File: config.mk
export PLATFORM = sky130hd
export DESIGN_NAME = pdemux
export DESIGN_NICKNAME = d
export VERILOG_FILES = /design/src/rtl/pdemux.sv
export SDC_FILE = /design/constraint.sdc
export NUM_CORES = 1
export LEC_CHECK = 0
export ABC_AREA = 1
export CORE_MARGIN = 5
export CORE_UTILIZATION = 48
export CTS_CLUSTER_DIAMETER = 80
export DETAILED_ROUTE_END_ITERATION = 10
export GPL_ROUTABILITY_DRIVEN = 0
export GPL_TIMING_DRIVEN = 0
export PLACE_DENSITY_LB_ADDON = 0.08
export SLEW_MARGIN = 20
export SYNTH_ARGS = -nofsm -noshare
export SYNTH_HDL_FRONTEND = slang
export SYNTH_SLANG_ARGS = --single-unit
File: constraint.sdc
create_clock -name clk_i -period 2.97 [get_ports clk_i]
set_input_delay 0.594 -clock clk_i [delete_from_list [all_inputs] [get_ports clk_i]]
set_output_delay 0.594 -clock clk_i [all_outputs]
set_load 0.05 [all_outputs]
File: src/rtl/pdemux.sv
// Eight-channel write demultiplexer with per-channel full flags, consume/clear
// handshake and saturating accepted-write / stalled-cycle counters.
module pdemux #(
    parameter int WIDTH = 16
) (
    input  logic             clk_i,
    input  logic             rst_i,
    input  logic             valid_i,
    output logic             ready_o,
    input  logic [2:0]       sel_i,
    input  logic [WIDTH-1:0] data_i,
    output logic [WIDTH-1:0] q_0_o,
    output logic [WIDTH-1:0] q_1_o,
    output logic [WIDTH-1:0] q_2_o,
    output logic [WIDTH-1:0] q_3_o,
    output logic [WIDTH-1:0] q_4_o,
    output logic [WIDTH-1:0] q_5_o,
    output logic [WIDTH-1:0] q_6_o,
    output logic [WIDTH-1:0] q_7_o,
    output logic [7:0]       full_o,
    input  logic [7:0]       clr_i,
    output logic [15:0]      wr_cnt_o,
    output logic [15:0]      drop_cnt_o
);

    logic [WIDTH-1:0] chan_q [8];
    logic [7:0]       full_q;
    logic [15:0]      wr_cnt_q;
    logic [15:0]      drop_cnt_q;
    logic             accept;
    logic             stall;
    logic [7:0]       wr_onehot;

    // A full channel still accepts when it is being consumed in the same cycle.
    always_comb begin
        ready_o   = ~full_q[sel_i] | clr_i[sel_i];
        accept    = valid_i & ready_o;
        stall     = valid_i & ~ready_o;
        wr_onehot = 8'h00;
        if (accept) begin
            wr_onehot[sel_i] = 1'b1;
        end
    end

    always_ff @(posedge clk_i) begin
        if (rst_i) begin
            for (int k = 0; k < 8; k++) begin
                chan_q[k] <= '0;
            end
            full_q     <= 8'h00;
            wr_cnt_q   <= 16'h0000;
            drop_cnt_q <= 16'h0000;
        end else begin
            for (int k = 0; k < 8; k++) begin
                if (wr_onehot[k]) begin
                    chan_q[k] <= data_i;
                end
            end
            // Clear first, then set: a same-cycle consume and refill leaves the flag high.
            full_q <= (full_q & ~clr_i) | wr_onehot;
            if (accept && wr_cnt_q != 16'hFFFF) begin
                wr_cnt_q <= wr_cnt_q + 16'd1;
            end
            if (stall && drop_cnt_q != 16'hFFFF) begin
                drop_cnt_q <= drop_cnt_q + 16'd1;
            end
        end
    end

    assign q_0_o      = chan_q[0];
    assign q_1_o      = chan_q[1];
    assign q_2_o      = chan_q[2];
    assign q_3_o      = chan_q[3];
    assign q_4_o      = chan_q[4];
    assign q_5_o      = chan_q[5];
    assign q_6_o      = chan_q[6];
    assign q_7_o      = chan_q[7];
    assign full_o     = full_q;
    assign wr_cnt_o   = wr_cnt_q;
    assign drop_cnt_o = drop_cnt_q;

endmodule

==> flow_summary_export.csv <==
group,metric,value,unit
timing,hold_viol_final,0,
synth,synth_nets,705,
synth,synth_top_area_share,55.28,%
cts,cts_made_buffers,17,
synth,synthCells,673,
synth,synth_area_leader_cell,"edfxtp_1",
routing,drcViolationCount,0,
floorplan,start_util,48.39,%
cells_and_area,drive_gt1_share,7.444,%
global_routing,grt_first_pass_wirelength,27.59,mm
routing,post_drt_wl_per_cell,16.96,µm
setup_path,crit_type,"in2out",
setup_path,crit_path_start_kind,"input port",
power_and_ir_drop,peakVddDrop,0.0003127,V
cells_and_area,final_util,67.79,%
cells_and_area,final_area,9741,µm²
synth,syn_area,6953,µm²
synth,ys_warn_count,0,
timing,rsz0062_at_grt,"no",
cells_and_area,fillers,1138,
setup_path,r2r-end,"chan_q[0][49]$_SDFFCE_PN0P_",
global_routing,grt-ovfl-total,0,
cells_and_area,register_area,4644,µm²
cells_and_area,layout_commonest_cell,"clkdlybuf4s50_1",
setup_path,crit_path_end_kind,"primary output",
place,hpwl,13.76,mm
floorplan,rows,44,
global_routing,track_usage,21.44,%
run,max_cap_viol_count,0,
cells_and_area,final_cell_mix,"clkdlybuf4s50_1 (192), nand2_1 (150), nor2_1 (130)",
cts,clockRootBuffer,"clkbuf_16",
power_and_ir_drop,p_leak,3.667,nW
routing,via_per_inst,5.105,
timing,tightest_slew,0.7209,ns
synth,ys_types,26,
setup_path,crit_path_max_fanout,10,
setup_path,r2r-start,"full_o[6]$_SDFF_PP0_",
timing,finalSetupViolations,0,
setup_path,required,2.38,ns
cells_and_area,multiInputGateArea,1973,µm²
routing,dr_total_vias,5534,
global_routing,grt_pass1_vias,5368,
timing,slew_headroom,51.82,%
worst_hold_path,hp-class,"reg2reg",
cts,path_clk_slew,0.06,ns
place,placed_area,9145,µm²
setup_path,path_cells,"dlygate4sd2_1 > inv_2 > nor2_2 > nand3_1 > nand2_1 > nor2_4 > nand2_4 > buf_6 > buf_4 > buf_4",
routing,routed_wirelength,18.38,mm
cts,clock_latency,0.42,ns
floorplan,die_h,130.4,µm
cts,cts_num_sinks,168,
power_and_ir_drop,power-per-cell-area,579.9,nW/µm²
global_routing,grt_max_degree,17,
worst_hold_path,worstHoldStart,"full_o[4]$_SDFF_PP0_",
setup_path,cp.arrival,2.25,ns
timing,period_share,95.78,%
floorplan,die_x,130.4,µm
floorplan,io_pins,199,
setup_path,ff2ff_setup_slack,0.66,ns
setup_path,cpMostUsedCell,"buf_4",
timing,slew_viol_final,0,
cts,cts_max_level,4,
cts,clockBufferDepth,2,
floorplan,dieArea,16990,µm²
cells_and_area,n_antenna_cell,0,
routing,ant_nets,0,
setup_path,max_stage_delay,0.37,ns
synth,syn_area_per_cell,10.33,µm²
global_routing,antenna_found_initial,0,
timing,clock.fmax,0.3515,GHz
timing,fin_crit,2.845,ns
setup_path,worst_path_max_delay_cell,"dlygate4sd2_1",
place,port_buffers,196,
setup_path,cp-endpoint,"ready_o",
cts,tritoncts,"built",
floorplan,core_area,14370,µm²
cells_and_area,final_nets,920,
setup_path,critPathLaunch,"sel_i[1]",
routing,drtPass1Iterations,5,
routing,first_iter_violations,372,
outcome,status,"finished, final reports clean",
timing,finalClockSkew,0.006249,ns
synth,synth_area_leaders,"edfxtp_1 (55%), dfxtp_1 (12%), nand2_1 (8.1%), nor2_1 (7.1%), nand4_1 (3.5%)",
cells_and_area,synthToLayoutAreaGrowth,40.09,%
setup_path,reg2reg_depth,10,
synth,ys_ff_latch,168,
synth,synth.yosys.seq_area_share,66.80,%
## report_power, final
| part | internal (mW) | leakage [nW] | switching (mW) |
|---|---|---|---|
| Combinational | 0.225 | 1.73 | 0.569 |
| Sequential | 2.63 | 1.66 | 0.0344 |
| Clock | 1.31 | 0.267 | 0.876 |
## worst min-delay path by stage
stage / to / cells after the start
finish: full_o[4]$_SDFF_PP0_ / 2
CTS: full_o[4]$_SDFF_PP0_ / 2
global placement: full_o[1]$_SDFF_PP0_ / 2
floorplan: full_o[0]$_SDFF_PP0_ / 2
global route: full_o[5]$_SDFF_PP0_ / 2
detailed placement: full_o[5]$_SDFF_PP0_ / 2
## cell type report
type,instances,area share [%]
Buffer,26,1.413
Clock buffer,19,4.444
Clock inverter,12,1.567
Inverter,57,2.197
Multi-Input combinational cell,422,20.26
Sequential cell,168,47.68
Tap cell,184,2.364
Timing Repair Buffer,196,20.08
## metal layers
metal,global-route usage (%),routed length [µm]
met1,25.68,7049
met2,38.99,9607
met3,4.462,1407
met4,6.231,316
met5,0,0
## per-stage QoR
step / total power, mW / hold WS (ns) / std cells / worst slack, ns / setup TNS (ns)
finish: 5.649 / 0.4873 / 1084 / 0.1252 / 0
global route: 5.817 / 0.5084 / 1084 / 0.01754 / 0
CTS: 5.677 / 0.4915 / 1084 / 0.1178 / 0
detailed placement: 3.513 / 0.4817 / 1053 / -0.6865 / -37.97
global placement: 3.503 / 0.4703 / 1053 / -0.6997 / -35.02
floorplan: 3.214 / 0.6950 / 673 / 0.5905 / 0
## flip-flops by register name (all words and copies together), names as in the netlist
| register | flops |
|---|---|
| drop_cnt_o | 16 |
| full_o | 8 |
| wr_cnt_o | 16 |
| chan_q | 128 |
## cell families after synthesis
group	Yosys count	share of synthesized area, %
AND/OR/NAND/NOR	366	23.30
flip-flops	168	66.80
buffers and inverters	83	5.003
AO/OA/AOI/OAI	42	3.023
XOR/XNOR	12	1.512
adder cells (fa/ha/maj)	2	0.3598
## critical path: cells and delay by family
family,cells,cell delay (ns)
AND/OR/NAND/NOR,5,0.66
buffers and inverters,5,1.00
## synthesized netlist by cell type
cell / number
o21ai_0: 6
ha_1: 2
nand2_1: 150
inv_1: 51
xor2_1: 8
nand2_2: 1
nor2_1: 131
nand3_2: 2
buf_6: 1
nand4_4: 1
nand2_4: 1
buf_2: 8
nor2_4: 1
a21oi_1: 36
dfxtp_1: 40
xnor2_1: 4
nor2_2: 7
edfxtp_1: 128
nand4_1: 39
nand4_2: 5
nand3_1: 23
buf_4: 5
clkbuf_1: 12
nor3_1: 3
inv_2: 6
nand3b_1: 2
## repair_timing
item | in CTS | in global routing
gates cloned | 0 | 0
endpoints found under the setup margin | 1 | 1
buffers inserted | 0 | 0
hold buffers | 0 | 0
endpoints found under the hold margin | 0 | 0
resized for setup | 12 | 1
Power figures use the tool's default switching activity.
